===== src/rtl/alu_seq.sv =====
// rtl/alu_seq.sv - multi-cycle parametrised ALU with start/busy/done handshake
module alu_seq #(
  parameter int WIDTH = 8,
  parameter int SHW   = $clog2(WIDTH)
) (
  input  logic             clk,
  input  logic             rst_n,
  input  logic             start,
  input  logic [WIDTH-1:0] a,
  input  logic [WIDTH-1:0] b,
  input  logic [2:0]       alu_sel,
  input  logic [SHW-1:0]   shamt,
  output logic             busy,
  output logic             done,
  output logic [WIDTH-1:0] result,
  output logic             cout,
  output logic             zout,
  output logic             vout
);

  localparam logic [2:0] OP_ADD = 3'b000;
  localparam logic [2:0] OP_SUB = 3'b001;
  localparam logic [2:0] OP_AND = 3'b010;
  localparam logic [2:0] OP_OR  = 3'b011;
  localparam logic [2:0] OP_XOR = 3'b100;
  localparam logic [2:0] OP_SHL = 3'b101;
  localparam logic [2:0] OP_SHR = 3'b110;
  localparam logic [2:0] OP_MUL = 3'b111;

  localparam logic [SHW-1:0] CNT_ONE  = SHW'(1);
  localparam logic [SHW-1:0] CNT_LAST = SHW'(WIDTH - 1);

  typedef enum logic {IDLE, RUN} state_t;

  state_t             state_q, state_d;
  logic [WIDTH-1:0]   a_q, a_d;
  logic [WIDTH-1:0]   b_q, b_d;
  logic [2:0]         sel_q, sel_d;
  logic [SHW-1:0]     cnt_q, cnt_d;
  logic [WIDTH-1:0]   acc_q, acc_d;
  logic [2*WIDTH-1:0] prod_q, prod_d;
  logic [WIDTH-1:0]   result_q, result_d;
  logic               cout_q, cout_d;
  logic               zout_q, zout_d;
  logic               vout_q, vout_d;
  logic               done_q, done_d;

  // Single-cycle arithmetic on the latched operands
  logic [WIDTH:0]     add_full;
  logic [WIDTH-1:0]   sub_res;
  logic               add_v, sub_v, sub_c;
  assign add_full = {1'b0, a_q} + {1'b0, b_q};
  assign sub_res  = a_q - b_q;
  assign sub_c    = (a_q < b_q);
  assign add_v    = (a_q[WIDTH-1] == b_q[WIDTH-1]) && (add_full[WIDTH-1] != a_q[WIDTH-1]);
  assign sub_v    = (a_q[WIDTH-1] != b_q[WIDTH-1]) && (sub_res[WIDTH-1] != a_q[WIDTH-1]);

  // One shift-add multiply step: the product register holds {high partial, remaining multiplier}
  logic [WIDTH:0]     mul_sum;
  logic [2*WIDTH-1:0] mul_next;
  assign mul_sum  = {1'b0, prod_q[2*WIDTH-1:WIDTH]} + (prod_q[0] ? {1'b0, a_q} : {(WIDTH+1){1'b0}});
  assign mul_next = {mul_sum, prod_q[WIDTH-1:1]};

  // One-bit shift steps on the working register; the bit leaving is the candidate carry
  logic [WIDTH-1:0]   shl_next, shr_next;
  assign shl_next = {acc_q[WIDTH-2:0], 1'b0};
  assign shr_next = {1'b0, acc_q[WIDTH-1:1]};

  logic               fin;
  logic [WIDTH-1:0]   fin_res;
  logic               fin_c, fin_v;

  // Next-state, operand capture, iteration and completion logic
  always_comb begin
    state_d  = state_q;
    a_d      = a_q;
    b_d      = b_q;
    sel_d    = sel_q;
    cnt_d    = cnt_q;
    acc_d    = acc_q;
    prod_d   = prod_q;
    result_d = result_q;
    cout_d   = cout_q;
    zout_d   = zout_q;
    vout_d   = vout_q;
    done_d   = 1'b0;
    fin      = 1'b0;
    fin_res  = '0;
    fin_c    = 1'b0;
    fin_v    = 1'b0;

    case (state_q)
      IDLE: begin
        if (start) begin
          a_d     = a;
          b_d     = b;
          sel_d   = alu_sel;
          acc_d   = a;
          prod_d  = {{WIDTH{1'b0}}, b};
          cnt_d   = (alu_sel == OP_MUL) ? '0 : shamt;
          state_d = RUN;
        end
      end
      RUN: begin
        case (sel_q)
          OP_ADD: begin
            fin     = 1'b1;
            fin_res = add_full[WIDTH-1:0];
            fin_c   = add_full[WIDTH];
            fin_v   = add_v;
          end
          OP_SUB: begin
            fin     = 1'b1;
            fin_res = sub_res;
            fin_c   = sub_c;
            fin_v   = sub_v;
          end
          OP_AND: begin
            fin     = 1'b1;
            fin_res = a_q & b_q;
          end
          OP_OR: begin
            fin     = 1'b1;
            fin_res = a_q | b_q;
          end
          OP_XOR: begin
            fin     = 1'b1;
            fin_res = a_q ^ b_q;
          end
          OP_SHL, OP_SHR: begin
            if (cnt_q == '0) begin
              // Zero shift passes A through with no carry after the minimum one cycle
              fin     = 1'b1;
              fin_res = acc_q;
            end else if (cnt_q == CNT_ONE) begin
              fin     = 1'b1;
              fin_res = (sel_q == OP_SHL) ? shl_next : shr_next;
              fin_c   = (sel_q == OP_SHL) ? acc_q[WIDTH-1] : acc_q[0];
            end else begin
              acc_d = (sel_q == OP_SHL) ? shl_next : shr_next;
              cnt_d = cnt_q - CNT_ONE;
            end
          end
          OP_MUL: begin
            if (cnt_q == CNT_LAST) begin
              fin     = 1'b1;
              fin_res = mul_next[WIDTH-1:0];
              fin_c   = |mul_next[2*WIDTH-1:WIDTH];
            end else begin
              prod_d = mul_next;
              cnt_d  = cnt_q + CNT_ONE;
            end
          end
          default: begin
            fin = 1'b1;
          end
        endcase

        if (fin) begin
          result_d = fin_res;
          cout_d   = fin_c;
          vout_d   = fin_v;
          zout_d   = (fin_res == '0);
          done_d   = 1'b1;
          state_d  = IDLE;
        end
      end
      default: state_d = IDLE;
    endcase
  end

  // FSM state register
  always_ff @(posedge clk or negedge rst_n) begin
    if (!rst_n) begin
      state_q <= IDLE;
    end else begin
      state_q <= state_d;
    end
  end

  // Operand, working and output registers; reset aborts any operation in flight
  always_ff @(posedge clk or negedge rst_n) begin
    if (!rst_n) begin
      a_q      <= '0;
      b_q      <= '0;
      sel_q    <= '0;
      cnt_q    <= '0;
      acc_q    <= '0;
      prod_q   <= '0;
      result_q <= '0;
      cout_q   <= 1'b0;
      zout_q   <= 1'b0;
      vout_q   <= 1'b0;
      done_q   <= 1'b0;
    end else begin
      a_q      <= a_d;
      b_q      <= b_d;
      sel_q    <= sel_d;
      cnt_q    <= cnt_d;
      acc_q    <= acc_d;
      prod_q   <= prod_d;
      result_q <= result_d;
      cout_q   <= cout_d;
      zout_q   <= zout_d;
      vout_q   <= vout_d;
      done_q   <= done_d;
    end
  end

  assign busy   = (state_q == RUN);
  assign done   = done_q;
  assign result = result_q;
  assign cout   = cout_q;
  assign zout   = zout_q;
  assign vout   = vout_q;

endmodule


===== config.mk =====
export PLATFORM = sky130hd
export DESIGN_NAME = alu_seq
export DESIGN_NICKNAME = d
export VERILOG_FILES = /design/src/rtl/alu_seq.sv
export SDC_FILE = /design/constraint.sdc
export NUM_CORES = 1
export LEC_CHECK = 0
export ABC_AREA = 0
export BUFFER_PORTS_ARGS = -buffer_cell sky130_fd_sc_hd__buf_2
export CAP_MARGIN = 10
export CORE_MARGIN = 5
export CORE_UTILIZATION = 25
export CTS_BUF_LIST = sky130_fd_sc_hd__clkbuf_4 sky130_fd_sc_hd__clkbuf_8
export CTS_CLUSTER_DIAMETER = 50
export CTS_CLUSTER_SIZE = 16
export DETAILED_ROUTE_END_ITERATION = 16
export PLACE_DENSITY = 0.48
export SYNTH_ARGS = -nofsm -noshare
export SYNTH_HDL_FRONTEND = slang
export SYNTH_SLANG_ARGS = --single-unit

===== constraint.sdc =====
create_clock -name clk -period 3.3 [get_ports clk]
set_input_delay 0.495 -clock clk [delete_from_list [all_inputs] [get_ports clk]]
set_output_delay 0.495 -clock clk [all_outputs]
set_load 0.01 [all_outputs]

==> flow_summary.yaml, run 1 <==
timing:
  tightest_slew_ns: 0.919
  setup-violations-final: 0
  report.final.slew_viol_count: 0
  min_period_over_period_pct: 83.0
  rsz0062_at_grt: "false"
  finalHoldViolCount: 0
  slew_headroom_pct: 38.6
  setup_tns_ns: 0
  period_needed_ns: 2.74
  holdWs_ns: 0.100
  skew_ns: 0.00734
  max_clock_freq_mhz: 365
global_route:
  grt_usage_pct: 14.3
  gr-total-overflow: 0
  grt_pass1_vias: 3946
  antenna_found_initial: 0
  grt_pass1_wl_mm: 22.4
  grt_max_degree: 41
setup_path:
  path_cells: "ha_1, fa_1, a211o_1, a211oi_2, nor3_1, o32a_1, nor2_1, o32ai_1, o41ai_2"
  cp_slowest_cell: "fa_1"
  r2r_cells: 9
  critical-path-max-stage-delay_ns: 0.43
  worstSetupPathType: "reg -> reg"
  cp.depth: 9
  critPathLaunchType: "flop"
  cp.arrival_ns: 3.00
  worstPathRequired_ns: 3.56
  crit_fanout: 3
  critPathBufInv: 0
  end_kind: "flop"
  path_delay_family: "compound AO/OA/AOI/OAI gates"
synthesis:
  synth_most_common_cell: "nand2_1"
  yosys.area.top_type: "dfrtp_1"
  yosysSeqAreaShare_pct: 33.3
  async_flop_share_pct: 100
  ys_ff_latch: 59
  synth_edf_count: 0
  synth_area_per_cell_um2: 8.50
  synthCells: 522
  yosys-top-cells-area: "dfrtp_1 33%, ha_1 10%, nand2_1 5.9%, o21ai_0 5.8%, nor2_1 3.0%"
  synth_area_um2: 4440
  netlist-cell-type-count: 68
  yosys_warnings: 0
  synthesis.nets: 587
  ys.flop_type: "dfrtp_1"
  synth_common_cells: "70 x nand2_1, 59 x dfrtp_1, 51 x o21ai_0, 37 x ha_1, 36 x nor2_1"
  synth_top_area_share_pct: 33.3
clocking:
  insertion_delay_ns: 0.36
  cts_root_buffer: "clkbuf_8"
  cts_sinks: 59
  clock_path_buffers: 2
  cts_tree: "yes"
  cts_buffers: 9
  cts_resized: 0
  hold_buffers: 0
  clkTransAtPathRegs_ns: 0.07
  post_cts_buffers: 0
  htreeDepth: 3
floorplan:
  rows: 48
  core_um2: 17400
  die_y_um: 143
  die_area_um2: 20500
  io_pins: 38
  start_util_pct: 25.6
  fp.dieW_um: 143
run_status:
  status: "complete, no violations"
final_layout:
  fin_util_pct: 29.1
  drive_above_1_share_pct: 13.3
  diodes: 0
  nNetsFinal: 616
  area_growth_syn_to_layout_pct: 13.6
routing:
  drtPass1Iterations: 5
  vias: 3953
  wirelength_mm: 14.0
  drc: 0
  drt_iter0_markers: 272
  wl_per_cell_um: 17.9
  ant_nets: 0
  viasPerCell: 5.06
power_and_ir_drop:
  worst_ir_drop_vdd_uv: 347
  cellPowerDensity_nw_per_um2: 1120
  cellLeakagePower_nw: 2.34
  finalPower_w: 0.00565
placed_design:
  portBuffers: 37
  dp_hpwl_mm: 10.9
  gp_congestion: 0.929
flow_run:
  drv_cap: 0
hold_path:
  hold_path.class: "in -> async"
where the power goes:
part / switching [W] / leakage, nW / internal [W] / total [W]
combinational: 0.00214 / 1.50 / 0.00141 / 0.00354
clock: 0.000304 / 0.107 / 0.000371 / 0.000675
sequential: 0.000387 / 0.730 / 0.00105 / 0.00143
total: 0.00283 / 2.34 / 0.00282 / 0.00565
metrics by stage:
stage	instance area (µm²)	std cells	worst slack, ns
after global placement	4840	764	0.605
after CTS	5030	780	0.556
final	5040	781	0.560
after floorplan	4440	522	0.806
after global routing	5040	781	0.366
after detailed placement	4840	764	0.569
cell families (layout without fill, tap and decap cells):
group | after synthesis | count (layout) | synth area share [%]
mux | 15 | 15 | 3.44
fa+ha+maj | 40 | 40 | 11.8
simple gates | 178 | 178 | 19.4
compound gates | 156 | 156 | 24.0
xor+xnor | 12 | 12 | 2.37
flops | 59 | 59 | 33.3
buf+inv | 62 | 96 | 5.72
per-layer routing:
layer | up-vias | track usage, % | part of all wire (%)
li1 | 1914 | - | -
met1 | 1911 | 19.3 | 46
met2 | 104 | 22.5 | 47
met3 | 24 | 2.95 | 4.6
met4 | 0 | 5.30 | 2.4
met5 | - | 0 | 0
state kept, by name, indices dropped and copies added, names as in the netlist:
| signal | cells |
|---|---|
| busy | 1 |
| b_q | 8 |
| result | 8 |
| sel_q | 3 |
| a_q | 8 |
| prod_q | 16 |
| done | 1 |
| cnt_q | 3 |
| cout | 1 |
| vout | 1 |
| zout | 1 |
| acc_q | 8 |
final cells by class:
type / instances / area (µm²)
Clock inverter: 1 / 5.00
Multi-Input combinational cell: 401 / 2710
Timing Repair Buffer: 45 / 245
Sequential cell: 59 / 1480
Inverter: 35 / 131
Tap cell: 225 / 282
Clock buffer: 15 / 194
Fill cell: 1865 / 12300
worst paths after layout:
path,start,end,slack [ns]
min reg2reg,result[3],result[3],0.48
max in group asynchronous,rst_n,result[1],2.26
min,rst_n,prod_q[11],0.10
max reg2reg,a_q[0],zout,0.56
max,a_q[0],zout,0.56
min in group clk,alu_sel[0],sel_q[0],0.36
cell usage in the layout, fill, tap and decap left out, types with 3 or more instances in the layout:
cell / instances
nor2_1: 36
a22oi_1: 5
dfrtp_1: 59
o21ai_1: 3
and2_1: 9
buf_4: 8
nand4_1: 4
nand3_1: 14
inv_1: 33
nand2_1: 70
xnor2_1: 8
a211oi_1: 4
mux2i_1: 13
o221ai_1: 3
and4b_1: 3
o21bai_1: 7
a31oi_1: 8
o32ai_1: 3
o21a_1: 3
buf_2: 37
o22ai_1: 4
xor2_1: 4
a21o_1: 7
clkbuf_8: 13
ha_1: 37
and3_1: 5
o211ai_1: 5
o31ai_1: 3
fa_1: 3
a21oi_1: 24
nor2b_1: 6
o21ai_0: 51
nor3_1: 7
a221oi_1: 4
nand2b_1: 8
Power figures use the tool's default switching activity.
==> inputs of run 2 (changes only) <==
--- a/config.mk
+++ b/config.mk
@@ -5,7 +5,7 @@
 export SDC_FILE = /design/constraint.sdc
 export NUM_CORES = 1
 export LEC_CHECK = 0
-export ABC_AREA = 0
+export ABC_AREA = 1
 export BUFFER_PORTS_ARGS = -buffer_cell sky130_fd_sc_hd__buf_2
 export CAP_MARGIN = 10
 export CORE_MARGIN = 5
@@ -14,7 +14,7 @@
 export CTS_CLUSTER_DIAMETER = 50
 export CTS_CLUSTER_SIZE = 16
 export DETAILED_ROUTE_END_ITERATION = 16
-export PLACE_DENSITY = 0.48
+export PLACE_DENSITY = 0.49
 export SYNTH_ARGS = -nofsm -noshare
 export SYNTH_HDL_FRONTEND = slang
 export SYNTH_SLANG_ARGS = --single-unit
==> constraint.sdc (replaced) <==
create_clock -name clk -period 2.4 [get_ports clk]
set_input_delay 0.36 -clock clk [delete_from_list [all_inputs] [get_ports clk]]
set_output_delay 0.36 -clock clk [all_outputs]
set_load 0.01 [all_outputs]
==> run 2 against run 1 <==
  * Die area grew 4.1%
  * Worst setup slack lost 0.38 ns
  * Cell count grew 20%
  * Flip-flop and latch count is the same
  * Synthesized cell count grew 27%
  * Sequential power grew 34%
  * Via count grew 12%
  * Wire length grew 2.6%
==> flow_summary.yaml, run 2 <==
setup_path:
  cp.arrival_ns: 2.47
  crit_top_cell: "nand2_1"
  critPathBufInv: 2
  r2r_start: "a_q[5]"
  path_delay_family: "simple AND/OR/NAND/NOR gates"
  reg2reg_slack_ns: 0.18
  worstPathRequired_ns: 2.65
  reg2reg_to: "zout"
  critical-path-max-stage-delay_ns: 0.53
  worstSetupPathType: "reg -> reg"
  end_kind: "flop"
  critPathLaunchType: "flop"
  path_cells: "inv_1, ha_1, inv_1, a21oi_1, nand3_1, nand2_1, nand3_1, nand2_1, nand2_1, nand2_1, nor2_1, nand3_1, nand2_1"
  r2r_cells: 13
  cp_slowest_cell: "ha_1"
  critical_path.startpoint: "a_q[5]"
  crit_fanout: 9
synthesis:
  async_flop_share_pct: 100
  ys.flop_type: "dfrtp_1"
  synth_top_family_by_area: "simple AND/OR/NAND/NOR gates"
  synthSimpleGateAreaFrac_pct: 33.0
  yosys_warnings: 0
  synth_common_cells: "188 x nand2_1, 84 x inv_1, 63 x nor2_1, 59 x dfrtp_1, 58 x nand3_1"
  yosys-top-cells-area: "dfrtp_1 32%, nand2_1 15%, ha_1 10%, inv_1 6.8%, nand3_1 6.3%"
  netlist-cell-type-count: 38
  synth_fa_ha_area_share_pct: 11.3
  synth_most_common_cell: "nand2_1"
  synth_edf_count: 0
  ys_ff_latch: 59
  synth_area_um2: 4630
  synthMuxAreaShare_pct: 0.972
  synth_compound_area_share_pct: 11.6
  yosys.area.top_type: "dfrtp_1"
  synthesis.nets: 728
  synth_area_per_cell_um2: 6.99
  yosysSeqAreaShare_pct: 31.9
  synth-xor-area-share_pct: 1.32
  synth_top_area_share_pct: 31.9
  synthCells: 663
timing:
  rsz0062_at_grt: "true"
  min_period_over_period_pct: 92.5
  report.final.slew_viol_count: 0
  setup_tns_ns: 0
  max_clock_freq_mhz: 451
  tightest_slew_ns: 0.558
  skew_ns: 0.0147
  finalHoldViolCount: 0
  setup-violations-final: 0
  slew_headroom_pct: 62.6
  holdWs_ns: 0.246
  period_needed_ns: 2.22
routing:
  drc: 0
  drt_iter0_markers: 311
  wirelength_mm: 14.4
  wl_per_cell_um: 15.3
  ant_nets: 0
  viasPerCell: 4.71
  drtPass1Iterations: 5
  vias: 4425
clocking:
  htreeDepth: 3
  cts_sinks: 59
  clkTransAtPathRegs_ns: 0.08
  insertion_delay_ns: 0.37
  clock_path_buffers: 2
  cts_tree: "yes"
  cts_buffers: 9
  cts_root_buffer: "clkbuf_8"
final_layout:
  drive_above_1_share_pct: 13.9
  postLayoutCellArea_um2: 5400
  finalNonFillerCells: 940
  nNetsFinal: 771
  final_cell_mix: "188 x nand2_1, 82 x inv_1, 62 x nor2_1"
  regMostFlops: "prod_q"
  diodes: 0
  final_common_cell: "nand2_1"
  area_growth_syn_to_layout_pct: 16.4
  largest_reg_flops: 16
global_route:
  grt_pass1_wl_mm: 23.4
  grt_max_degree: 40
  grt_pass1_vias: 4220
  gr-total-overflow: 0
  antenna_found_initial: 0
  grt_usage_pct: 13.9
placed_design:
  portBuffers: 37
  dp.cells: 922
  placed_area_um2: 5120
  dp_hpwl_mm: 11.4
  gp_congestion: 0.896
floorplan:
  rows: 49
  die_y_um: 146
  fp.dieW_um: 146
  die_area_um2: 21400
  core_um2: 18100
  io_pins: 38
  start_util_pct: 25.6
power_and_ir_drop:
  worst_ir_drop_vdd_uv: 519
  finalPower_w: 0.00832
  cellPowerDensity_nw_per_um2: 1540
  cellLeakagePower_nw: 2.82
hold_path:
  hold_path.class: "in -> reg"
  min_from: "b[7]"
  min_to: "b_q[7]"
  min_delay_path_depth: 2
run_status:
  status: "complete, no violations"
flow_run:
  drv_cap: 0
[run 2: what timing repair did]
action,CTS,global route
endpoints found under the hold margin,20,0
setup endpoints to repair,0,2
setup buffers,0,1
gates resized for setup,0,9
hold buffers,1,0
[run 2: cell families after synthesis]
| family | Yosys count |
|---|---|
| AOI/OAI and AO/OA | 96 |
| xor gates and xnor gates | 7 |
| adders and majority gates | 40 |
| buffers and inverters | 111 |
| DFF | 59 |
| muxes | 4 |
| and+or+nand+nor | 346 |
[run 2: routing by layer]
metal	wire (µm)	GRT usage (%)	vias to the layer above
met5	0	0	-
met2	6180	20.7	127
met4	184	3.62	0
met3	821	3.13	14
li1	-	-	2232
met1	7190	20.3	2052
[run 2: worst max-delay path by stage]
stage	to	slack (ns)	cells past startpoint
after detailed placement	cout	0.19	13
final	zout	0.18	13
after CTS	zout	0.16	14
after floorplan	cout	0.37	14
after global routing	zout	-0.003	14
after global placement	zout	0.17	14
[run 2: where the power goes]
group	internal [W]	switching (W)	leakage, nW
registers	0.00145	0.000463	0.722
clock network	0.000645	0.000475	0.112
logic	0.00185	0.00344	1.99
[run 2: per-stage QoR]
stage	utilization [%]	setup WS (ns)
final	29.8	0.181
after global routing	29.8	-0.00318
after CTS	29.6	0.162
after detailed placement	28.3	0.188
after global placement	28.3	0.173
after floorplan	-	0.373
[run 2: cell type report]
| type | count | area (µm²) |
|---|---|---|
| flip-flops and latches | 59 | 1480 |
| clock inverters | 5 | 83.8 |
| well taps | 229 | 287 |
| fillers | 2034 | 12700 |
| inverters | 89 | 334 |
| clock buffers | 11 | 151 |
| multi-input cells | 493 | 2720 |
| repair buffers | 54 | 340 |
==> inputs of run 3 (changes only) <==
--- a/config.mk
+++ b/config.mk
@@ -5,10 +5,9 @@
 export SDC_FILE = /design/constraint.sdc
 export NUM_CORES = 1
 export LEC_CHECK = 0
-export ABC_AREA = 1
 export BUFFER_PORTS_ARGS = -buffer_cell sky130_fd_sc_hd__buf_2
 export CAP_MARGIN = 10
-export CORE_MARGIN = 5
+export CORE_MARGIN = 2
 export CORE_UTILIZATION = 25
 export CTS_BUF_LIST = sky130_fd_sc_hd__clkbuf_4 sky130_fd_sc_hd__clkbuf_8
 export CTS_CLUSTER_DIAMETER = 50
==> run 3 against run 2 <==
  * The flow now finishes with violations (setup timing)
  * Die area decreased by 12%
  * Hold slack got worse by 0.034 ns
  * Global-route usage increased by 2.8 points
  * Critical endpoint unchanged
==> flow_summary.yaml, run 3 (synthesis results as in run 1) <==
power_and_ir_drop:
  clock_power_share_pct: 10.0
  seqPwrFrac_pct: 20.2
  swShare_pct: 47.0
  cellPowerDensity_nw_per_um2: 1610
  worst_ir_drop_vdd_uv: 524
  cellLeakagePower_nw: 2.66
  intPower_w: 0.00492
  switching_power_w: 0.00437
  combPwrFrac_pct: 69.8
timing:
  slew_headroom_pct: 57.8
  skew_ns: 0.0101
  final.setup.worst_slack_ns: -0.196
  setup-violations-final: 5
  holdWs_ns: 0.212
  period_needed_ns: 2.60
  tightest_slew_ns: 0.631
  max_clock_freq_mhz: 385
  setup_tns_ns: -0.522
  min_period_over_period_pct: 108
  rsz0062_at_grt: "true"
  report.final.slew_viol_count: 0
  finalHoldViolCount: 0
placed_design:
  dp_hpwl_mm: 11.6
  portBuffers: 37
  dp.cells: 819
  gp_congestion: 0.962
setup_path:
  path_delay_family: "compound AO/OA/AOI/OAI gates"
  critical_path.endpoint: "zout"
  critical_path.startpoint: "a_q[0]"
  cp.depth: 10
  critPathLaunchType: "flop"
  reg2reg_to: "zout"
  path_cells: "buf_6, ha_4, fa_2, a211o_1, a211oi_2, nor3_1, o32a_1, nor2_1, o32ai_2, o41ai_2"
  cp_slowest_cell: "dfrtp_1"
  worstSetupPathType: "reg -> reg"
  end_kind: "flop"
  cp.arrival_ns: 2.87
  crit_fanout: 3
  critPathBufInv: 1
  critical-path-max-stage-delay_ns: 0.40
  r2r_start: "a_q[0]"
  worstPathRequired_ns: 2.68
  reg2reg_slack_ns: -0.20
  r2r_cells: 10
floorplan:
  start_util_pct: 25.7
  core_um2: 17300
  fp.dieW_um: 137
  die_y_um: 137
  rows: 48
  die_area_um2: 18800
  io_pins: 38
routing:
  drc: 0
  met3_length_um: 685
  wirelength_mm: 15.0
  vias: 4268
  drtPass1Iterations: 5
  wl_per_cell_um: 17.8
  drt_iter0_markers: 344
  viasPerCell: 5.06
  ant_nets: 0
  wl_met1_mm: 7.20
  highest_layer: "met4"
  met2_length_mm: 6.69
final_layout:
  drive_above_1_share_pct: 27.3
  seq_area_um2: 1480
  nNetsFinal: 678
  finalNonFillerCells: 843
  diodes: 0
  largest_reg_flops: 16
  area_growth_syn_to_layout_pct: 29.9
  regMostFlops: "prod_q"
  fin_util_pct: 33.3
  final_common_cell: "nand2_1"
  final_cell_mix: "69 x nand2_1, 63 x buf_4, 58 x dfrtp_1"
  fill_cells: 1859
  multiInputGateArea_um2: 2910
run_status:
  status: "finished, violations left"
  violations: "setup timing"
global_route:
  grt_pass1_wl_mm: 23.6
  grt_pass1_vias: 4217
  gr-total-overflow: 0
  grt_usage_pct: 16.7
  grt_max_degree: 41
  antenna_found_initial: 0
clocking:
  cts_buffers: 9
  clock_path_buffers: 2
  cts_sinks: 59
  cts_root_buffer: "clkbuf_8"
  cts_tree: "yes"
  insertion_delay_ns: 0.37
  clkTransAtPathRegs_ns: 0.07
  htreeDepth: 3
hold_path:
  min_delay_path_depth: 3
  min_from: "b[2]"
  hold_path.class: "in -> reg"
flow_run:
  drv_cap: 0
==> run 3: cell types whose count changed in the layout (fill, tap and decap cells not counted), moves of 8 or more <==
| cell | before | now |
|---|---|---|
| nand2_1 | 188 | 69 |
| inv_1 | 82 | 30 |
| buf_4 | 14 | 63 |
| nand3_1 | 58 | 14 |
| nor2_1 | 62 | 36 |
| nand4_1 | 18 | 4 |
| mux2i_1 | 0 | 13 |
| and2_1 | 1 | 9 |
| nand2b_1 | 0 | 8 |
==> run 3: final cells by class <==
type / count / area share [%]
sequential: 59 / 25.6
multi-input combinational: 401 / 50.5
clock inverter: 1 / 0.0869
timing repair buffer: 107 / 13.2
inverter: 35 / 2.28
tap: 225 / 4.89
clock buffer: 15 / 3.37
==> run 3: through the flow <==
step	setup WS [ns]	area, µm²	power [W]
5_1_grt	-0.270	5760	0.0100
3_3_place_gp	-0.185	5300	0.00765
2_1_floorplan	-0.00679	4450	0.00548
3_5_place_dp	-0.232	5300	0.00775
6_report	-0.196	5760	0.00929
4_1_cts	-0.134	5580	0.00884
==> run 3: worst min path at each step <==
stage,slack (ns),endpoint
floorplan,0.06,a_q[0]
global placement,0.36,result[7]
detailed placement,0.38,done
CTS,0.20,b_q[2]
global route,0.23,sel_q[0]
finish,0.21,b_q[2]
==> run 3: what timing repair did <==
item / in CTS / in global routing
resized for setup: 13 / 35
setup endpoints to repair: 8 / 18
hold endpoints to repair: 19 / 0
pin swaps: 3 / 14
setup buffers: 2 / 6
hold buffers: 1 / 0
==> run 3: power by group through the flow <==
| stage | clock, W | combinational [W] | sequential, W |
|---|---|---|---|
| after detailed placement | 0 | 0.00587 | 0.00188 |
| after floorplan | 0 | 0.00369 | 0.00178 |
| after global routing | 0.00101 | 0.00709 | 0.00194 |
| after global placement | 0 | 0.00579 | 0.00186 |
| after CTS | 0.000960 | 0.00603 | 0.00186 |
| final | 0.000928 | 0.00649 | 0.00188 |
==> run 3: per-layer routing <==
metal	vias up	GRT usage [%]
li1	2039	-
met1	2087	23.4
met2	119	25.3
met3	23	2.58
met4	0	7.50
met5	-	0
==> run 3: worst min-delay path, cell delays in order <==
cell and delay (ns):
buf_2 0.09, nand2_1 0.04, o21ai_0 0.05
